$ cat src/rtl/user_input_bank.sv
// user_input_bank: a bank of independent push-button channels.
// Each channel synchronizes its raw level, debounces it into "held",
// emits a one-cycle "pressed" pulse on every accepted press, and can
// auto-repeat that pulse while the button stays down.
//
// Repeat FSM states:
//   state     | meaning
//   ST_IDLE   | no press being timed; waiting for held to rise
//   ST_DELAY  | press accepted, counting the initial hold-off before repeats
//   ST_REPEAT | repeating; one pulse every REPEAT_RATE cycles
module user_input_bank #(
  parameter int CHANNELS     = 4,
  parameter int DEBOUNCE     = 3,
  parameter int REPEAT_DELAY = 8,
  parameter int REPEAT_RATE  = 4
) (
  input  logic                clk,
  input  logic                reset,
  input  logic [CHANNELS-1:0] in,
  input  logic [CHANNELS-1:0] repeat_en,
  output logic [CHANNELS-1:0] held,
  output logic [CHANNELS-1:0] pressed
);

  // Debounce counter only needs to reach DEBOUNCE-1 before it clears.
  localparam int DB_W = (DEBOUNCE > 1) ? $clog2(DEBOUNCE) : 1;
  localparam logic [DB_W-1:0] DB_LAST = DB_W'(DEBOUNCE - 1);
  localparam logic [DB_W-1:0] DB_ONE  = DB_W'(1);

  // One repeat counter serves both the hold-off and the repeat interval.
  localparam int RPT_MAX = (REPEAT_DELAY > REPEAT_RATE) ? REPEAT_DELAY : REPEAT_RATE;
  localparam int RPT_W   = (RPT_MAX > 1) ? $clog2(RPT_MAX) : 1;
  localparam logic [RPT_W-1:0] RD_LAST = RPT_W'(REPEAT_DELAY - 1);
  localparam logic [RPT_W-1:0] RR_LAST = RPT_W'(REPEAT_RATE - 1);
  localparam logic [RPT_W-1:0] RPT_ONE = RPT_W'(1);

  localparam logic [1:0] ST_IDLE   = 2'd0;
  localparam logic [1:0] ST_DELAY  = 2'd1;
  localparam logic [1:0] ST_REPEAT = 2'd2;

  logic [CHANNELS-1:0]            s1;
  logic [CHANNELS-1:0]            s2;
  logic [CHANNELS-1:0][DB_W-1:0]  db_cnt;
  logic [CHANNELS-1:0][DB_W-1:0]  db_cnt_nxt;
  logic [CHANNELS-1:0]            flip;
  logic [CHANNELS-1:0]            rise;
  logic [CHANNELS-1:0][1:0]       state;
  logic [CHANNELS-1:0][1:0]       state_nxt;
  logic [CHANNELS-1:0][RPT_W-1:0] rpt_cnt;
  logic [CHANNELS-1:0][RPT_W-1:0] rpt_cnt_nxt;
  logic [CHANNELS-1:0]            rpt_pulse;

  // Two-flop synchronizer on the raw button levels.
  always_ff @(posedge clk) begin
    if (reset) begin
      s1 <= '0;
      s2 <= '0;
    end else begin
      s1 <= in;
      s2 <= s1;
    end
  end

  // Debounce: count consecutive cycles where the synchronized level
  // disagrees with held; flip held once the disagreement lasts DEBOUNCE cycles.
  always_comb begin
    flip       = '0;
    db_cnt_nxt = db_cnt;
    for (int i = 0; i < CHANNELS; i++) begin
      if (s2[i] == held[i]) begin
        db_cnt_nxt[i] = '0;
      end else if (db_cnt[i] == DB_LAST) begin
        flip[i]       = 1'b1;
        db_cnt_nxt[i] = '0;
      end else begin
        db_cnt_nxt[i] = db_cnt[i] + DB_ONE;
      end
    end
  end

  // A press is only the 0->1 direction of a held flip.
  assign rise = flip & ~held;

  // Repeat FSM next-state and repeat-pulse generation per channel.
  // A fresh press always restarts the hold-off, even if the FSM has not yet
  // noticed the previous release (possible with very short debounce).
  always_comb begin
    state_nxt   = state;
    rpt_cnt_nxt = rpt_cnt;
    rpt_pulse   = '0;
    for (int i = 0; i < CHANNELS; i++) begin
      if (rise[i]) begin
        state_nxt[i]   = ST_DELAY;
        rpt_cnt_nxt[i] = '0;
      end else begin
        case (state[i])
          ST_IDLE: begin
            rpt_cnt_nxt[i] = '0;
          end
          ST_DELAY: begin
            if (!held[i] || !repeat_en[i]) begin
              state_nxt[i]   = ST_IDLE;
              rpt_cnt_nxt[i] = '0;
            end else if (rpt_cnt[i] == RD_LAST) begin
              rpt_pulse[i]   = 1'b1;
              state_nxt[i]   = ST_REPEAT;
              rpt_cnt_nxt[i] = '0;
            end else begin
              rpt_cnt_nxt[i] = rpt_cnt[i] + RPT_ONE;
            end
          end
          ST_REPEAT: begin
            if (!held[i] || !repeat_en[i]) begin
              state_nxt[i]   = ST_IDLE;
              rpt_cnt_nxt[i] = '0;
            end else if (rpt_cnt[i] == RR_LAST) begin
              rpt_pulse[i]   = 1'b1;
              rpt_cnt_nxt[i] = '0;
            end else begin
              rpt_cnt_nxt[i] = rpt_cnt[i] + RPT_ONE;
            end
          end
          default: begin
            state_nxt[i]   = ST_IDLE;
            rpt_cnt_nxt[i] = '0;
          end
        endcase
      end
    end
  end

  // Register debounce, FSM and output state; reset overrides everything.
  always_ff @(posedge clk) begin
    if (reset) begin
      db_cnt  <= '0;
      held    <= '0;
      pressed <= '0;
      state   <= '0;
      rpt_cnt <= '0;
    end else begin
      db_cnt  <= db_cnt_nxt;
      held    <= held ^ flip;
      pressed <= rise | rpt_pulse;
      state   <= state_nxt;
      rpt_cnt <= rpt_cnt_nxt;
    end
  end

endmodule

$ cat config.mk
export PLATFORM = sky130hd
export DESIGN_NAME = user_input_bank
export DESIGN_NICKNAME = d
export VERILOG_FILES = /design/src/rtl/user_input_bank.sv
export SDC_FILE = /design/constraint.sdc
export NUM_CORES = 1
export LEC_CHECK = 0
export BUFFER_PORTS_ARGS = -buffer_cell sky130_fd_sc_hd__buf_2
export CAP_MARGIN = 10
export CORE_AREA = 2 2 72 74
export DETAILED_ROUTE_END_ITERATION = 8
export DIE_AREA = 0 0 74 76
export PLACE_DENSITY_LB_ADDON = 0.15
export SLEW_MARGIN = 10
export SYNTH_ARGS = -nofsm -noshare
export SYNTH_HDL_FRONTEND = slang
export SYNTH_SLANG_ARGS = --single-unit
export TNS_END_PERCENT = 20
$ cat constraint.sdc
create_clock -name clk -period 1.3 [get_ports clk]
set_input_delay 0.26 -clock clk [delete_from_list [all_inputs] [get_ports clk]]
set_output_delay 0.26 -clock clk [all_outputs]
set_load 0.05 [all_outputs]
; Yosys cells after proc, flatten, opt, wreduce, memory -nomap -nowiden
; Cells that the tools add are included.
[totals]
reg_bits = 44
word_cells = 184
out_inout_bits = 8
[classes]
bitwise = 8
eq_ne = 44
add_sub_neg = 8
n_mux = 72
n_reduce_logical = 32
[ops]
columns = operator, n
row1 = two-way mux 3 bit, 16
row2 = two-way mux 1 bit, 32
row3 = two-way mux 2 bit, 12
row4 = "!= test 3 bit, second input constant", 8
row5 = one-hot mux 2 bit (3 select lines), 4
row6 = one-hot mux 3 bit (2 select lines), 4
row7 = AND reduction 3 bit, 8
row8 = "== test 2 bit, second input constant", 8
row9 = "!= test 2 bit, second input constant", 8
row10 = "!= test 4 bit, second input constant", 4
row11 = "adder 3 x 1 -> 3 bit, second input constant", 4
row12 = "== test 3 x 2 -> 1 bit, second input constant", 4
row13 = "== test 3 bit, second input constant", 4
row14 = OR reduction 3 bit, 4
row15 = "adder 2 x 1 -> 2 bit, second input constant", 4
row16 = "== test 2 x 1 -> 1 bit, second input constant", 4
row17 = zero test 1 bit, 8
row18 = zero test 2 bit, 4
row19 = one-hot mux 1 bit (2 select lines), 4
row20 = OR reduction 2 bit, 4
row21 = AND 4 bit, 1
row22 = == test 1 bit, 4
row23 = logical OR 1 bit, 4
row24 = inverter 1 bit, 4
row25 = other kinds (3), 3

; Depth between registers and ports, before layout
[depth]
ltp_word = 6
ltp_mapped = 5
mapped_depth_nobuf = 5

; Worst setup path after synthesis
; No wires, ideal clock.
[synth_timing]
kind = register to register
from = register (tool-made name)
to = register state[3] (netlist name)
setup_ns = 0.074
slack_ns = -0.175
required_time_ns = 1.226
path_stages_with_launch = 4
path_buffers = 0
arrival_time_ns = 1.400
cell_sequence = dfxtp_1 nand2_1 or4_1 a31oi_1
[synth_rtl]
columns = item, line_no
row1 = end signal: assignment, 144  ; state <= state_nxt;
row2 = end: declaration, 47  ; logic [CHANNELS-1:0][1:0] state;

; Worst setup path in the final report
[layout_timing]
from = register rpt_cnt[3] (netlist name)
to = register state[3] (netlist name)
[layout_between]
elab_chain_cells = 3
[layout_rtl]
columns = item, line_no
row1 = start: declaration, 49  ; logic [CHANNELS-1:0][RPT_W-1:0] rpt_cnt;
row2 = start signal: assignment, 145  ; rpt_cnt <= rpt_cnt_nxt;
row3 = == test 3 bit, 104  ; end else if (rpt_cnt[i] == RD_LAST) begin
row4 = != test 3 bit (no line), --
row5 = AND reduction 3 bit (no line), --
; Every way passes these cells.
; A chain may end at the register's enable or synchronous reset.

==> flow_metrics.env <==
export IMPL_status="finished with violations"
export IMPL_violations="setup timing"
export IMPL_clockPowerShare_pct=35.3
export IMPL_synthCells=227
export IMPL_drv_slew=0
export IMPL_rows=26
export IMPL_placed_cell_area_mm2=0.00238
export IMPL_ant_nets=0
export IMPL_p_sw_uw=467
export IMPL_drtIter0Drc=31
export IMPL_wl_um=3640
export IMPL_dpl_hpwl_um=2590
export IMPL_syn_area_mm2=0.00212
export IMPL_critPathCaptureType="flop"
export IMPL_dp_cells=321
export IMPL_synth_top_family_by_area="adder cells"
export IMPL_synthDistinctLibCells=25
export IMPL_synth_largest_area_cell="dfxtp_1"
export IMPL_die_w_um=74
export IMPL_grt_pass1_wl_um=6310
export IMPL_postCtsHoldBufs=0
export IMPL_fin_cells=328
export IMPL_hold_path_endpoint="s1[0]"
export IMPL_synth_area_top_cells="dfxtp_1 42%, ha_1 19%, inv_1 5.5%"
export IMPL_synth_xor_area_share_pct=1.66
export IMPL_fmax_mhz=758
export IMPL_crit_type="reg -> reg"
export IMPL_mostFrequentLayoutCells="30 x dfxtp_1, 29 x inv_1, 19 x ha_1"
export IMPL_worstSkewPairLatency_ns=0.29
export IMPL_synth_edff_count=0
export IMPL_tightest_slew_ns=0.495
export IMPL_hold_path_depth=2
export IMPL_final_common_cell="dfxtp_1"
export IMPL_synthMuxAreaShare_pct=0.473
export IMPL_global_route_overflow_total=0
export IMPL_design_area_mm2=0.00263
export IMPL_r2r_start="rpt_cnt[3]"
export IMPL_diodes=0
export IMPL_coreArea_mm2=0.00491
export IMPL_peakVddDrop_uv=475
export IMPL_yosys_register_bits=44
export IMPL_fill_cells=466
export IMPL_synth_top_area_share_pct=41.6
export IMPL_die_area_mm2=0.00562
export IMPL_setup_viol=1
export IMPL_clk_path_buf_depth=2
export IMPL_cts_root_buf="clkbuf_8"
export IMPL_dieHeight_um=76
export IMPL_cts_num_sinks=44
export IMPL_syn_mean_instance_area_um2=9.32
export IMPL_leakagePower_nw=0.988
export IMPL_startpoint_type="flop"
export IMPL_synth_ff_type="dfxtp_1"
export IMPL_maxCapViolations=0
export IMPL_portBuffers=17
export IMPL_reg2reg_slack_ns=-0.02
export IMPL_dp_slack_ns=-0.108
export IMPL_grt_pass1_vias=1448
export IMPL_netSwitchingFraction_pct=21.0
export IMPL_combPwrFrac_pct=3.2
export IMPL_p_int_mw=1.76
export IMPL_period_minus_slack_ns=1.32
export IMPL_drive_gt1_share_pct=31.0
export IMPL_regToRegEndpoint="state[3]"
export IMPL_post_route_period_util_pct=101
export IMPL_hold_viol=0
export IMPL_drc=0
export IMPL_firstDrtPassIters=4
export IMPL_rsz0062_at_grt="yes"
export IMPL_routedWlPerCell_um=11.1
export IMPL_grt_total_usage_pct=14.1
export IMPL_p_per_area_mw_per_mm2=845
export IMPL_skew_ns=0.00536
export IMPL_nets=300
export IMPL_ys_seq_area_share_pct=41.6
export IMPL_syn_to_final_growth_pct=24.3
export IMPL_start_util_pct=43.1
export IMPL_antenna_found_initial=0
export IMPL_synth_compound_area_share_pct=12.7
export IMPL_io_pins=18
export IMPL_slew_limit_headroom_pct=67.0
export IMPL_cp_data_arrival_time_ns=1.54
export IMPL_num_vias=1599
export IMPL_yosysWarnings=0
export IMPL_grt_max_degree=26
export IMPL_synth_fp_nets=269
export IMPL_synthSimpleGateAreaFrac_pct=17.7
export IMPL_cts_max_level=2
export IMPL_pwr_share_seq_pct=61.4
export IMPL_synthAdderAreaFrac_pct=18.9
export IMPL_required_ns=1.52
export IMPL_crit_fanout=3
export IMPL_min_from="in[0]"
export IMPL_cts_tree="built"
export IMPL_r2r_cells=5
export IMPL_hold_path_class="in -> reg"
export IMPL_async_reset_ff_share_pct=0
export IMPL_viasPerCell=4.88
export IMPL_setup_slack_ns=-0.0191
export IMPL_numCtsBuffers=5
export IMPL_clk_pin_slew_ns=0.08
export IMPL_cts_setup_buffers=0
export IMPL_place_congestion=0.809
cell families after synthesis:
family	after synthesis
and+or+nand+nor	70
DFF	44
AOI/OAI and AO/OA	38
buffers and inverters	38
adders and majority gates	32
xor gates and xnor gates	4
muxes	1
metrics by stage:
step | total power, mW | hold slack, ns | TNS, ns | util, %
floorplan | 1.44 | 0.388 | -0.388 | -
global placement | 1.47 | 0.400 | -0.144 | 48.4
detailed placement | 1.47 | 0.407 | -0.379 | 48.4
CTS | 2.27 | 0.166 | 0 | 51.1
global route | 2.35 | 0.169 | -0.301 | 53.5
finish | 2.22 | 0.176 | -0.0191 | 53.5
cell usage after synthesis (all sizes together) (4+ instances only):
library cell	instances
inv	31
a22oi	8
nor3	4
xnor2	4
dfxtp	44
or3	4
nand2	10
nand3b	4
nor2	16
nor2b	12
a21oi	7
o21a	4
o2111ai	5
nand2b	4
a31oi	8
nor4b	4
ha	32
nand3	7
nor4	4
clkbuf	4
state kept, by name (all words and copies together) (netlist names), named ones only:
signal   flops
pressed      4
state        8
s2           4
rpt_cnt     12
s1           4
db_cnt       8
power groups by stage:
stage / Clock (mW) / Sequential [mW] / Combinational, mW
after CTS: 0.834 / 1.37 / 0.0706
after global routing: 0.899 / 1.37 / 0.0806
after global placement: 0 / 1.40 / 0.0696
after floorplan: 0 / 1.40 / 0.0356
final: 0.785 / 1.37 / 0.0720
after detailed placement: 0 / 1.40 / 0.0696
worst max-delay path by stage:
stage,start,endpoint,slack (ns)
6_report,rpt_cnt[3],state[3],-0.02
5_1_grt,rpt_cnt[3],state[3],-0.08
4_1_cts,flop,held[1],0.0002
3_5_place_dp,rpt_cnt[3],state[3],-0.11
3_3_place_gp,rpt_cnt[3],state[3],-0.06
2_1_floorplan,flop,state[1],-0.1
layout make-up:
| cell class | instances | area [um2] | share of cell area [%] |
|---|---|---|---|
| sequential | 44 | 903 | 34.3 |
| clock buffer | 6 | 72.6 | 2.76 |
| clock inverter | 1 | 5.00 | 0.190 |
| tap | 70 | 87.6 | 3.33 |
| timing repair buffer | 31 | 213 | 8.09 |
| multi-input combinational | 145 | 1230 | 46.9 |
| inverter | 31 | 116 | 4.42 |
layer usage:
layer / vias up / share of wire, % / track usage (%)
met5: - / 0 / 0
met2: 20 / 47 / 21.2
met3: 5 / 3.1 / 4.10
met4: 0 / 1.5 / 6.18
li1: 836 / - / -
met1: 738 / 49 / 18.7
worst max-delay path: stages (launching register included):
cell	delay, ns
dfxtp_4	0.37
ha_4	0.15
ha_4	0.14
nand2_1	0.04
or4_1	0.39
a31oi_1	0.16
timing repair:
item                                    in CTS  in global routing
endpoints found under the setup margin      13                 24
pin swaps                                    4                  4
gates resized for setup                     19                 35
No activity file was read; power rests on OpenSTA's default activity.
